<file path="src/rtl/timer_ctrl_pkg.sv">
// Shared widths, compare-flag record and stage-1 compare helper for the machine timer.
package timer_ctrl_pkg;

    localparam int MTIME_W = 64;
    localparam int HALF_W  = 32;
    localparam int PS_W    = 16;

    localparam logic [HALF_W-1:0] HALF_MAX = {HALF_W{1'b1}};

    typedef struct packed {
        logic hi_gt;
        logic hi_eq;
        logic lo_ge;
    } cmp_flags_t;

    // Split 64-bit unsigned compare into half-width flags so each stage stays shallow.
    function automatic cmp_flags_t cmp_stage1(
        input logic [MTIME_W-1:0] cur,
        input logic [MTIME_W-1:0] cmp
    );
        cmp_flags_t f;
        f.hi_gt = (cur[MTIME_W-1:HALF_W] >  cmp[MTIME_W-1:HALF_W]);
        f.hi_eq = (cur[MTIME_W-1:HALF_W] == cmp[MTIME_W-1:HALF_W]);
        f.lo_ge = (cur[HALF_W-1:0]       >= cmp[HALF_W-1:0]);
        return f;
    endfunction

endpackage

</file>
<file path="src/rtl/timer_prescaler.sv">
// Prescaler for the machine timer: divides run cycles by PRESCALE and flags each increment.
module timer_prescaler
    import timer_ctrl_pkg::*;
#(
    parameter int unsigned PRESCALE = 1
) (
    input  logic clk,
    input  logic rst_n,
    input  logic run,
    input  logic clr,
    output logic inc
);

    localparam logic [PS_W-1:0] PS_LAST = PS_W'(PRESCALE - 1);

    logic [PS_W-1:0] ps_cnt_q;
    logic [PS_W-1:0] ps_cnt_d;
    logic            at_last_s;

    assign at_last_s = (ps_cnt_q == PS_LAST);
    // The increment must land on the same edge as the wrap, so it is decoded, not registered.
    assign inc       = run & at_last_s;

    // Next prescale count: holds whenever run is low so halt/en never lose phase.
    always_comb begin
        ps_cnt_d = ps_cnt_q;
        if (clr) begin
            ps_cnt_d = '0;
        end else if (run) begin
            if (at_last_s) begin
                ps_cnt_d = '0;
            end else begin
                ps_cnt_d = ps_cnt_q + 16'd1;
            end
        end else begin
            ps_cnt_d = ps_cnt_q;
        end
    end

    // Prescale count register with synchronous reset.
    always_ff @(posedge clk) begin
        if (!rst_n) begin
            ps_cnt_q <= '0;
        end else begin
            ps_cnt_q <= ps_cnt_d;
        end
    end

endmodule

</file>
<file path="src/rtl/timer_ctrl.sv">
// Machine timer: prescaled split 64-bit mtime with coherent snapshot, pipelined
// mtimecmp compare driving mtip, and registered software interrupt.
module timer_ctrl
    import timer_ctrl_pkg::*;
#(
    parameter int unsigned PRESCALE = 1
) (
    input  logic               clk,
    input  logic               rst_n,
    input  logic               en,
    input  logic               halt,
    input  logic               clr,
    input  logic [MTIME_W-1:0] mtimecmp,
    input  logic [31:0]        msip,
    output logic [MTIME_W-1:0] mtime,
    output logic               tick,
    output logic               mtip,
    output logic               msip_irq
);

    logic               run_s;
    logic               inc_s;
    logic               lo_max_s;
    logic               unused_msip_s;

    logic [HALF_W-1:0]  lo_q;
    logic [HALF_W-1:0]  lo_d;
    logic [HALF_W-1:0]  hi_q;
    logic [HALF_W-1:0]  hi_d;
    logic               carry_pend_q;
    logic               carry_pend_d;
    logic [MTIME_W-1:0] mtime_q;
    logic [MTIME_W-1:0] mtime_d;
    logic               tick_q;
    cmp_flags_t         flags_q;
    logic               mtip_q;
    logic               msip_irq_q;

    assign run_s         = en & ~halt & ~clr;
    assign lo_max_s      = (lo_q == HALF_MAX);
    assign unused_msip_s = ^msip[31:1];

    timer_prescaler #(
        .PRESCALE (PRESCALE)
    ) u_prescaler (
        .clk   (clk),
        .rst_n (rst_n),
        .run   (run_s),
        .clr   (clr),
        .inc   (inc_s)
    );

    // Counter halves and snapshot; the snapshot skips the one cycle where hi lags a lo wrap.
    always_comb begin
        lo_d         = lo_q;
        hi_d         = hi_q;
        carry_pend_d = carry_pend_q;
        mtime_d      = mtime_q;
        if (clr) begin
            lo_d         = '0;
            hi_d         = '0;
            carry_pend_d = 1'b0;
            mtime_d      = '0;
        end else begin
            if (inc_s) begin
                lo_d = lo_q + 32'd1;
            end else begin
                lo_d = lo_q;
            end
            if (carry_pend_q) begin
                hi_d = hi_q + 32'd1;
            end else begin
                hi_d = hi_q;
            end
            carry_pend_d = inc_s & lo_max_s;
            if (!carry_pend_q) begin
                mtime_d = {hi_q, lo_q};
            end else begin
                mtime_d = mtime_q;
            end
        end
    end

    // State registers, tick, compare pipeline and software interrupt.
    always_ff @(posedge clk) begin
        if (!rst_n) begin
            lo_q         <= '0;
            hi_q         <= '0;
            carry_pend_q <= 1'b0;
            mtime_q      <= '0;
            tick_q       <= 1'b0;
            flags_q      <= '0;
            mtip_q       <= 1'b0;
            msip_irq_q   <= 1'b0;
        end else begin
            lo_q         <= lo_d;
            hi_q         <= hi_d;
            carry_pend_q <= carry_pend_d;
            mtime_q      <= mtime_d;
            tick_q       <= inc_s;
            flags_q      <= cmp_stage1(mtime_q, mtimecmp);
            mtip_q       <= flags_q.hi_gt | (flags_q.hi_eq & flags_q.lo_ge);
            msip_irq_q   <= msip[0];
        end
    end

    assign mtime    = mtime_q;
    assign tick     = tick_q;
    assign mtip     = mtip_q;
    assign msip_irq = msip_irq_q;

endmodule

</file>
<file path="config.mk">
export PLATFORM = sky130hd
export DESIGN_NAME = timer_ctrl
export DESIGN_NICKNAME = d
export VERILOG_FILES = /design/src/rtl/timer_ctrl_pkg.sv /design/src/rtl/timer_prescaler.sv /design/src/rtl/timer_ctrl.sv
export SDC_FILE = /design/constraint.sdc
export NUM_CORES = 1
export LEC_CHECK = 0
export CORE_MARGIN = 2
export CORE_UTILIZATION = 55
export CTS_CLUSTER_DIAMETER = 60
export DETAILED_ROUTE_END_ITERATION = 7
export PLACE_DENSITY_LB_ADDON = 0.05
export REMOVE_ABC_BUFFERS = 1
export SYNTH_ARGS = -nofsm -noshare
export SYNTH_HDL_FRONTEND = slang
export SYNTH_SLANG_ARGS = --single-unit
</file>
<file path="constraint.sdc">
create_clock -name clk -period 3.1 [get_ports clk]
set_clock_uncertainty 0.15 [all_clocks]
set_input_delay 0.465 -clock clk [delete_from_list [all_inputs] [get_ports clk]]
set_output_delay 0.465 -clock clk [all_outputs]
set_load 0.005 [all_outputs]
</file>
* Word-level counts from Yosys, hierarchy flattened *
Cells that the tools add are included.

storage, ports and cells
  bits of input ports = 101
  output and inout bits = 67
  logic and storage cells = 30
  register bits after elaboration = 151

cells by class
  multiplexer cells = 1
  equality and inequality tests = 2
  reductions and logical operators = 2
  $lt $le $gt $ge = 2
  add/sub/neg operators = 3
  bitwise gates (word level) = 9

operators with widths
  cell                                           count
  adder 32 x 1 -> 32 bit, second input constant  2
  equality test 32 bit                           1
  equality test 32 bit, second input constant    1
  greater-or-equal comparator 32 bit             1
  > comparator 32 bit                            1
  adder 16 x 1 -> 16 bit, second input constant  1
  logical NOT 16 bit                             1
  2-to-1 mux 16 bit                              1
  bitwise AND 1 bit                              5
  inverter 1 bit                                 3
  OR reduction 2 bit                             1
  OR 1 bit                                       1

* Logic depth before layout (Yosys ltp) *
Gate-level depths: netlist (run 1).

  depth after elaboration = 5
  gate-level depth with buffers = 9
  gate-level depth less buffers = 7

* Cells and area by module *
From an unflattened synthesis (run 1), not the netlist that was laid out.

second synthesis, totals
  cells, all modules = 875
  area, all modules = 7823.8 sq um

by module, submodules not included
  module           area an instance (sq um)  instances  sequential area each (sq um)  cells each
  timer_ctrl       7050.5                    1          2702.6                        786
  timer_prescaler  773.2                     1          320.3                         89

* Worst setup path after synthesis (run 1) *
No wires, ideal clock.

  path kind = input to register
  start point = input port halt
  end point = register lo_q[31]
  path slack = 0.936 ns
  path buffers = 2
  arrival = 1.884 ns
  cell stages on the path = 7
  library setup time = 0.131 ns
  cell sequence = or3b_1 -> nor4_4 -> nand4_1 -> clkbuf_1 -> clkbuf_1 -> o31ai_1 -> a21oi_1

between the ends
  word-level cells in the longest chain between the ends = 4

ends and longest elaborated chain
  item                             RTL line               source
  start, declared                  timer_ctrl.sv:11       input logic halt,
  inverter 1 bit                   timer_ctrl.sv:39       assign run_s = en & ~halt & ~clr;
  bitwise AND 1 bit (2 in series)  timer_ctrl.sv:39
  bitwise AND 1 bit                timer_prescaler.sv:22  assign inc = run & at_last_s;
  end signal, assigned             timer_ctrl.sv:96       lo_q <= lo_d;
  end, declared                    timer_ctrl.sv:26       logic [HALF_W-1:0] lo_q;

Every way passes these cells.
A chain may end at the register's enable or synchronous reset.

* Worst setup path after layout (run 1) *
  start point = register lo_q[14]
  end point = register lo_q[31]

between the ends
  word-level cells in the longest chain between the ends = 1

ends and longest elaborated chain
  item                    RTL line          source
  adder 32 x 1 -> 32 bit  timer_ctrl.sv:66  lo_d = lo_q + 32'd1;

Every way passes these cells.

==> flow_summary_export.csv, run 1 <==
group,metric,value,unit
run_status,status,"complete, no violations",
synth,ys.flop_type,"dfxtp_1",
clocking,clockRootBuffer,"clkbuf_16",
synth,synthArstFlopShare,0,%
global_route,track_usage,22.3,%
die,die_w,122,µm
detailed_routing,firstDrtPassIters,4,
die,dieArea,14900,µm²
clocking,insertion_delay,0.42,ns
timing,layout_min_cycle_time,2.49,ns
die,core,13700,µm²
clocking,cts_resized,0,
detailed_routing,drt_iter0_markers,271,
timing,setup_ws,0.608,ns
synth,synth-seq-cells,151,
die,die_height,122,µm
timing,finalSetupTns,0,ns
critical_path,path_max_fanout,17,
synth,synth-edff-count,0,
min_path,hold_path.class,"register to register",
timing,rsz0062_at_grt,"no",
power_and_ir_drop,irDropWorstVdd,0.325,mV
synth,syn_area,7660,µm²
power_and_ir_drop,p_total,0.00416,W
timing,fmax,401,MHz
synth,syn_avg_cell_area,8.73,µm²
final_layout,nets,1185,
placement,portBuffers,136,
timing,hold_viol_final,0,
critical_path,critPathKind,"register to register",
global_route,grt_first_pass_wirelength,26.9,mm
synth,synth_top_cell_by_area,"dfxtp_1",
detailed_routing,drtAntennaViolNets,0,
final_layout,nFillCells,1125,
die,rows,43,
synth,yosysSeqAreaShare,39.5,%
placement,place_hpwl,11.8,mm
min_path,hp-start,"flags_q[2]",
clocking,postCtsSetupRepairBufs,0,
die,start_util,55.9,%
critical_path,slowest_delay,0.57,ns
critical_path,arrival,2.69,ns
critical_path,crit_path_cell_trace,"and4_1, nand4_1, buf_4, or3_1, or4_1, a21oi_1",
min_path,min_delay_path_depth,2,
final_layout,utilization,71.6,%
critical_path,r2r-start,"lo_q[14]",
placement,gp_congestion,0.821,
timing,finalMaxSlewViolations,0,
critical_path,endpoint_kind,"register",
clocking,clkTransAtPathRegs,0.06,ns
power_and_ir_drop,p_leak,3.74,nW
detailed_routing,drt_wl_total,16.0,mm
die,ioPinCount,168,
timing,tightest_slew,0.760,ns
global_route,gr-total-overflow,0,
detailed_routing,viasPerCell,5.36,
critical_path,r2r_cells,6,
timing,slew-limit-headroom,48.9,%
final_layout,drive_above_1_share,4.96,%
detailed_routing,num_vias,6478,
final_layout,num_antenna_cells,0,
flow_run,drv_cap,0,
clocking,ctsHoldBuffers,0,
global_route,grt_max_degree,44,
critical_path,r2r_end,"lo_q[31]",
synth,yosysWarnings,0,
critical_path,critPathSlowestCell,"or3_1",
global_route,grt_pass1_vias,5995,
critical_path,crit_required,3.30,ns
critical_path,reg2reg_slack,0.61,ns
critical_path,start_kind,"register",
global_route,antenna_found_initial,0,
detailed_routing,drc_errors,0,
clocking,cts.sink_count,151,
synth,netlist_instances,878,
timing,setup_violations,0,
synth,synth_cell_types,51,
clocking,cts_made_buffers,17,
timing,min_period_over_period,80.4,%
power_and_ir_drop,p_per_area,424,nW/µm²
detailed_routing,avgRoutedWirePerCell,13.3,µm
min_path,whs_endpoint,"mtip",
clocking,cts_tree,"built",
final_layout,synthToLayoutAreaGrowth,28.2,%
synth,synth_top_area_share,39.5,%
synth,ys_top_cells_by_area,"dfxtp_1, ha_1, mux2i_1",
clocking,clockBufferDepth,2,
clocking,h-tree-depth,4,
placement,place_ws,0.187,ns
==> routing by layer <==
metal  global-route usage, %  wire, µm  vias to the layer above  share of wire [%]
met1                    27.6      7330                     2964                 46
met5                       0         0                        -                  0
met4                    8.91       357                        0                2.2
met2                    38.4      7730                      122                 48
li1                        -         -                     3362                  -
met3                    4.12       607                       30                3.8
==> flip-flops by register name, indices dropped and copies added (netlist names) <==
name / cells
mtime: 64
hi_q: 32
lo_q: 32
u_prescaler.ps_cnt_q: 16
flags_q: 3
carry_pend_q: 1
msip_irq: 1
mtip: 1
tick: 1
==> power by group <==
group          leakage (nW)  switching (W)  total [W]  internal (W)
logic                  2.24      0.0000942   0.000211      0.000117
registers              1.22     0.00000144    0.00194       0.00194
clock network         0.280       0.000794    0.00201       0.00121
==> final cells by class <==
type	count	area, µm²	area share (%)
Tap cell	180	225	2.29
Clock buffer	22	495	5.04
Multi-Input combinational cell	616	4220	43.0
Timing Repair Buffer	149	1460	14.9
Clock inverter	10	92.6	0.943
Sequential cell	151	3030	30.8
Inverter	81	304	3.10
==> placed cells by master, fill, tap and decap left out, types with 2 or more instances in the layout <==
| master | count |
|---|---|
| o31ai_1 | 12 |
| ha_1 | 68 |
| xor2_1 | 31 |
| a21o_1 | 3 |
| buf_4 | 13 |
| a221oi_1 | 4 |
| or4_1 | 16 |
| nor3_1 | 6 |
| nor3b_1 | 2 |
| or3_1 | 11 |
| dfxtp_1 | 150 |
| nand3_1 | 32 |
| and4_1 | 10 |
| inv_1 | 81 |
| nor2_1 | 131 |
| clkinv_2 | 3 |
| clkbuf_16 | 18 |
| o21ai_1 | 8 |
| nand2b_1 | 2 |
| clkinvlp_4 | 4 |
| o21ai_0 | 11 |
| nor4_1 | 12 |
| nand4_1 | 35 |
| xnor2_1 | 20 |
| a2111oi_0 | 2 |
| nand2_1 | 46 |
| and2_1 | 5 |
| o211ai_1 | 4 |
| a21oi_1 | 49 |
| clkdlybuf4s50_1 | 136 |
| and3_1 | 12 |
| mux2i_1 | 63 |
| clkbuf_8 | 3 |
==> synth_stat cells, types with 2 or more instances <==
| master | number |
|---|---|
| o21ai_1 | 8 |
| and4_1 | 10 |
| xor2_1 | 31 |
| and3_1 | 12 |
| buf_1 | 6 |
| a221oi_1 | 4 |
| a2111oi_0 | 2 |
| or3_1 | 11 |
| xnor2_1 | 20 |
| clkbuf_1 | 20 |
| nand4_1 | 35 |
| dfxtp_1 | 151 |
| ha_1 | 68 |
| o31ai_1 | 12 |
| a21o_1 | 3 |
| nand2b_1 | 3 |
| and2_1 | 5 |
| nor4_1 | 12 |
| o21ai_0 | 11 |
| mux2i_1 | 63 |
| a21oi_1 | 49 |
| o211ai_1 | 4 |
| buf_2 | 3 |
| nor3b_1 | 2 |
| nand2_1 | 46 |
| or4_1 | 16 |
| nor3_1 | 6 |
| nor2_1 | 131 |
| nand3_1 | 32 |
| inv_1 | 81 |
==> metrics by stage <==
stage               instances  area [µm²]  hold slack (ns)
floorplan                 848        7540            0.263
global placement         1177        9230            0.274
detailed placement       1177        9230            0.289
CTS                      1209        9820            0.303
global route             1209        9820            0.365
finish                   1209        9820            0.301
==> kinds of logic (layout without fill, tap and decap cells) <==
kind of cell	count (synthesis)	after routing	synth area share, %
and+or+nand+nor	330	330	21.6
DFF	151	151	39.5
buffers and inverters	111	262	5.58
AOI/OAI and AO/OA	104	104	8.18
adders and majority gates	68	68	11.1
muxes	63	63	8.23
xor gates and xnor gates	51	51	5.83
==> worst max-delay path by stage <==
| stage | cells after the start | from | to | slack (ns) |
|---|---|---|---|---|
| after global placement | 7 | en | lo_q[31] | 0.23 |
| after global routing | 6 | lo_q[14] | lo_q[26] | 0.45 |
| after CTS | 6 | lo_q[14] | lo_q[31] | 0.60 |
| final | 6 | lo_q[14] | lo_q[31] | 0.61 |
| after detailed placement | 7 | en | lo_q[31] | 0.19 |
| after floorplan | 5 | carry_pend_q | hi_q[14] | -1.35 |
==> critical path, delay by kind of cell, from the launching register on <==
family | cells | cell delay, ns
AND/OR/NAND/NOR | 4 | 1.51
flip-flops | 1 | 0.42
buffers and inverters | 1 | 0.18
AO/OA/AOI/OAI | 1 | 0.16
Note: power is estimated with default switching activity, not from simulation.
==> run 2, diff against run 1 <==
CORE_UTILIZATION = 46   (was 55)
clock period = 2 ns   (was 3.1 ns; I/O delays follow)
==> run 2 against run 1 <==
Worst hold slack got worse by 0.12 ns. Clock power increased by 76%. Clock-buffer cell count decreased by 1. Die area increased by 19%. Sequential cell count unchanged. Via count increased by 6.5%. Register-to-register slack got worse by 0.71 ns. Total power increased by 67%. The flow now finishes with violations (setup timing).
==> flow_summary_export.csv, run 2 (synthesis results as in run 1) <==
group,metric,value,unit
timing,rsz0062_at_grt,"yes",
critical_path,r2r_cells,8,
detailed_routing,num_vias,6898,
global_route,grt_first_pass_wirelength,30.8,mm
critical_path,crit_required,2.20,ns
power_and_ir_drop,p_leak,4.48,nW
timing,setup_ws,-0.109,ns
final_layout,largest_reg_flops,64,
critical_path,r2r_end,"lo_q[25]",
timing,setup_violations,13,
min_path,whs_endpoint,"u_prescaler.ps_cnt_q[1]",
detailed_routing,drt_wl_total,18.6,mm
timing,tightest_slew,0.478,ns
final_layout,nets,1309,
power_and_ir_drop,irDropWorstVdd,0.647,mV
detailed_routing,avgRoutedWirePerCell,13.5,µm
critical_path,r2r-start,"u_prescaler.ps_cnt_q[1]",
die,core,16400,µm²
die,start_util,46.7,%
critical_path,crit_path_cell_trace,"clkdlybuf4s50_1, or3b_4, nor4_4, nand4_1, buf_4, or4_4, a21oi_2",
critical_path,reg2reg_slack,-0.10,ns
die,dieArea,17700,µm²
critical_path,slowest_delay,0.44,ns
detailed_routing,firstDrtPassIters,4,
timing,finalSetupTns,-0.746,ns
timing,slew-limit-headroom,68.1,%
detailed_routing,drtAntennaViolNets,0,
timing,layout_min_cycle_time,2.11,ns
power_and_ir_drop,p_per_area,622,nW/µm²
run_status,status,"complete, but fails checks",
placement,place_hpwl,13.1,mm
critical_path,start_kind,"primary input",
timing,finalMaxSlewViolations,0,
min_path,hp-start,"en",
min_path,hold_path.class,"primary input to register",
clocking,clockBufferDepth,2,
timing,hold_viol_final,0,
clocking,clockRootBuffer,"clkbuf_16",
critical_path,arrival,2.31,ns
critical_path,critPathSlowestCell,"or3b_4",
final_layout,num_antenna_cells,0,
min_path,min_delay_path_depth,3,
die,die_w,133,µm
timing,fmax,474,MHz
die,die_height,133,µm
critical_path,critPathKind,"primary input to register",
clocking,insertion_delay,0.42,ns
detailed_routing,drc_errors,0,
placement,portBuffers,136,
die,ioPinCount,168,
final_layout,final_common_cell,"dfxtp_1",
final_layout,most-common-layout-cells,"dfxtp_1, clkdlybuf4s50_1, nor2_1, buf_4, inv_1",
clocking,h-tree-depth,4,
clocking,clkTransAtPathRegs,0.06,ns
die,rows,47,
final_layout,nFillCells,1348,
global_route,gr-total-overflow,0,
timing,min_period_over_period,105,%
clocking,cts.sink_count,151,
detailed_routing,viasPerCell,5.02,
detailed_routing,drt_iter0_markers,322,
global_route,track_usage,21.2,%
placement,gp_congestion,0.767,
flow_run,drv_cap,0,
global_route,antenna_found_initial,0,
global_route,grt_max_degree,69,
power_and_ir_drop,p_total,0.00694,W
critical_path,endpoint_kind,"register",
clocking,cts_made_buffers,17,
final_layout,drive_above_1_share,19.3,%
clocking,ctsHoldBuffers,0,
critical_path,path_max_fanout,6,
final_layout,synthToLayoutAreaGrowth,45.5,%
global_route,grt_pass1_vias,6597,
run_status,violations,"setup timing",
clocking,cts_tree,"built",
[run 2: cell count changes in the layout (fill, tap and decap cells not counted), moves of 4 or more]
| cell | delta |
|---|---|
| buf_4 | +117 |
| dfxtp_1 | -8 |
| dfxtp_2 | +8 |
| nor4_1 | -6 |
| buf_6 | +5 |
| a21oi_1 | -4 |
| a21oi_2 | +4 |
| bufinv_16 | +4 |
| or4_1 | -4 |
| or4_4 | +4 |
[run 2: how the worst max path moves through the flow]
| stage | start | slack (ns) | depth (start not counted) | endpoint |
|---|---|---|---|---|
| after global routing | u_prescaler.ps_cnt_q[3] | -0.21 | 7 | lo_q[25] |
| after global placement | en | -0.57 | 7 | lo_q[23] |
| final | halt | -0.11 | 7 | lo_q[25] |
| after floorplan | carry_pend_q | -2.45 | 5 | hi_q[14] |
| after detailed placement | en | -0.59 | 7 | lo_q[21] |
| after CTS | mtime[0] | -0.10 | 7 | flags_q[0] |
[run 2: power by group]
group          switching (W)  internal, W
clock                0.00125      0.00229
sequential        0.00000149      0.00301
combinational       0.000166     0.000217
[run 2: per-stage QoR]
step / utilization (%) / setup WS [ns] / hold slack [ns] / cell area (µm²) / cells
floorplan: - / -2.45 / 0.260 / 7540 / 848
global placement: 61.6 / -0.572 / 0.324 / 10100 / 1325
detailed placement: 61.6 / -0.593 / 0.311 / 10100 / 1325
CTS: 66.6 / -0.101 / 0.154 / 10900 / 1369
global route: 68.0 / -0.206 / 0.172 / 11200 / 1373
finish: 68.0 / -0.109 / 0.176 / 11200 / 1373
[run 2: final cells by class]
class,count,area (µm²),share of cell area (%)
Multi-Input combinational cell,616,4460,40.0
Sequential cell,151,3040,27.2
Timing Repair Buffer,273,2420,21.7
Clock buffer,21,460,4.13
Inverter,81,304,2.73
Tap cell,220,275,2.47
Clock inverter,11,194,1.74
[run 2: layer usage]
metal / track usage (%) / share of wire (%)
met4: 5.85 / 1.3
met1: 27.1 / 46
met3: 4.18 / 3.7
met2: 36.4 / 49
met5: 0 / 0
[run 2: repair_timing]
action                                  CTS  global route
cloned                                    1             1
pin swaps                                15            10
resized for setup                        21            44
setup buffers                            11             4
endpoints found under the setup margin   23            52
hold endpoints to repair                  0             0
[run 2: worst max-delay path: cells and delay by family]
family | cells | cell delay [ns]
buffers and inverters | 2 | 0.63
AOI/OAI and AO/OA | 1 | 0.13
and+or+nand+nor | 4 | 1.24
==> run 3, diff against run 2 <==
CELL_PAD_IN_SITES_DETAIL_PLACEMENT = 0   (was not set)
CELL_PAD_IN_SITES_GLOBAL_PLACEMENT = 1   (was not set)
CORE_UTILIZATION = 34   (was 46)
==> run 3 against run 2 <==
The flow still finishes with violations (setup timing). Sequential power is essentially flat. Total power is 1.2% lower. Worst setup slack better by 0.036 ns. Utilization down 17 points. Critical path depth is the same. Sequential cell count unchanged. Register-to-register slack gained 0.03 ns. Final cell count up 4.6%. Critical path type is now register to register. Sequential share of layout area shrank 0.072 points. Via count fell by 0.65%. Worst hold slack better by 0.015 ns.
==> flow_summary_export.csv, run 3 (synthesis results as in run 1) <==
group,metric,value,unit
clocking,cts_made_buffers,17,
placement,dpl_cell_area,10300,µm²
placement,place_hpwl,14.9,mm
power_and_ir_drop,switchingPower,0.00141,W
critical_path,path_buf_inv,2,
timing,finalMaxSlewViolations,0,
power_and_ir_drop,p_leak,4.49,nW
global_route,antenna_found_initial,1,
min_path,hold_path.class,"primary input to register",
timing,slew-limit-headroom,66.9,%
timing,tightest_slew,0.497,ns
placement,gp_congestion,0.747,
placement,portBuffers,136,
final_layout,stdcell_count,1436,
placement,dp.cells,1403,
global_route,grt_max_degree,69,
critical_path,crit_path_start,"u_prescaler.ps_cnt_q[2]",
detailed_routing,wl_met2,8.73,mm
clocking,ctsHoldBuffers,0,
clocking,cts_tree,"built",
critical_path,start_kind,"register",
timing,setup_ws,-0.0730,ns
global_route,grt_pass1_vias,6700,
power_and_ir_drop,clkPwrFrac,50.4,%
critical_path,cp_top_family,"simple AND/OR/NAND/NOR gates",
detailed_routing,viasPerCell,4.77,
final_layout,final_common_cell,"dfxtp_1",
detailed_routing,drtAntennaViolNets,0,
detailed_routing,firstDrtPassIters,4,
detailed_routing,avgRoutedWirePerCell,14.1,µm
detailed_routing,num_vias,6853,
detailed_routing,drt_iter0_markers,265,
final_layout,most-common-layout-cells,"dfxtp_1, buf_4, clkdlybuf4s50_1",
power_and_ir_drop,p_int,0.00544,W
detailed_routing,wl_met3,809,µm
critical_path,critPathSlowestCell,"or4_1",
power_and_ir_drop,irDropWorstVdd,0.581,mV
die,die_w,154,µm
global_route,grt_first_pass_wirelength,33.6,mm
clocking,clockBufferDepth,2,
critical_path,endpoint_kind,"register",
run_status,status,"complete, but fails checks",
flow_run,drv_cap,0,
die,ioPinCount,168,
power_and_ir_drop,combPwrFrac,5.6,%
critical_path,crit_required,2.19,ns
timing,hold_viol_final,0,
critical_path,arrival,2.27,ns
timing,finalSetupTns,-0.318,ns
final_layout,largest_reg_flops,64,
final_layout,synthToLayoutAreaGrowth,45.7,%
global_route,track_usage,17.4,%
final_layout,nets,1316,
timing,layout_min_cycle_time,2.07,ns
clocking,clockRootBuffer,"clkbuf_16",
clocking,clkTransAtPathRegs,0.06,ns
run_status,violations,"setup timing",
critical_path,crit_path_cell_trace,"nor4_2, buf_4, and3_4, nand4_1, buf_6, or4_1, a21oi_1",
global_route,gr-total-overflow,0,
detailed_routing,drt_wl_total,20.3,mm
critical_path,crit_path_end,"lo_q[31]",
timing,fmax,482,MHz
die,dieArea,23800,µm²
power_and_ir_drop,pwr-share-seq,44.0,%
die,core,22000,µm²
clocking,h-tree-depth,4,
clocking,cts.sink_count,151,
critical_path,critPathKind,"register to register",
critical_path,slowest_delay,0.48,ns
critical_path,path_max_fanout,15,
critical_path,cp.depth,7,
power_and_ir_drop,p_sw_share,20.6,%
critical_path,r2r_end,"lo_q[31]",
clocking,insertion_delay,0.42,ns
final_layout,utilization,50.8,%
final_layout,drive_above_1_share,18.4,%
timing,rsz0062_at_grt,"yes",
detailed_routing,drt-met1-wl,10.6,mm
critical_path,r2r_cells,7,
critical_path,r2r-start,"u_prescaler.ps_cnt_q[2]",
final_layout,fin_area,11200,µm²
power_and_ir_drop,p_per_area,614,nW/µm²
timing,setup_violations,7,
die,start_util,34.9,%
min_path,hp-start,"en",
detailed_routing,drc_errors,0,
timing,min_period_over_period,104,%
die,die_height,154,µm
final_layout,num_antenna_cells,0,
final_layout,nFillCells,2097,
critical_path,reg2reg_slack,-0.07,ns
detailed_routing,top_layer,"met5",
placement,place_ws,-0.575,ns
die,rows,54,
==> run 3: cell types whose count changed in the layout (fill, tap and decap cells not counted), moves of 3 or more <==
| cell | before | now |
|---|---|---|
| buf_4 | 130 | 136 |
| dfxtp_1 | 142 | 146 |
| dfxtp_2 | 8 | 4 |
| nor4_4 | 4 | 1 |
==> run 3: worst min path at each step <==
| stage | end | cells after the start |
|---|---|---|
| final | u_prescaler.ps_cnt_q[1] | 3 |
| after global placement | mtip | 2 |
| after detailed placement | mtip | 2 |
| after CTS | u_prescaler.ps_cnt_q[1] | 3 |
| after floorplan | u_prescaler.ps_cnt_q[1] | 1 |
| after global routing | u_prescaler.ps_cnt_q[1] | 3 |
==> run 3: layout make-up <==
cell class / count / area (µm²) / share of cell area [%]
Clock buffer: 18 / 439 / 3.93
Sequential cell: 151 / 3030 / 27.2
Multi-Input combinational cell: 616 / 4380 / 39.2
Timing Repair Buffer: 280 / 2480 / 22.2
Inverter: 81 / 304 / 2.72
Clock inverter: 10 / 179 / 1.60
Tap cell: 280 / 350 / 3.14
==> run 3: power groups by stage <==
stage               sequential, W  combinational [W]  clock, W
floorplan                 0.00308           0.000132         0
global placement          0.00308           0.000381         0
detailed placement        0.00308           0.000380         0
CTS                       0.00301           0.000388   0.00355
global route              0.00301           0.000431   0.00368
finish                    0.00301           0.000385   0.00345
==> run 3: worst register-to-register path: stages, from the launching register on <==
cell	delay [ns]
dfxtp_1	0.33
nor4_2	0.26
buf_4	0.16
and3_4	0.19
nand4_1	0.10
buf_6	0.18
or4_1	0.48
a21oi_1	0.15
==> run 3: routing by layer <==
metal,vias to the layer above,track usage (%)
met3,11,3.75
li1,3601,-
met2,107,26.6
met4,2,4.01
met5,-,0
met1,3132,25.1
==> run 3: stage by stage <==
step	power [W]	hold slack (ns)
global placement	0.00346	0.293
CTS	0.00694	0.173
finish	0.00685	0.191
detailed placement	0.00346	0.304
global route	0.00712	0.199
floorplan	0.00321	0.260
==> run 3: what timing repair did <==
action	CTS	global route
pin swaps	13	9
endpoints found under the setup margin	23	29
setup buffers	2	1
gates cloned	2	0
gates resized for setup	23	28
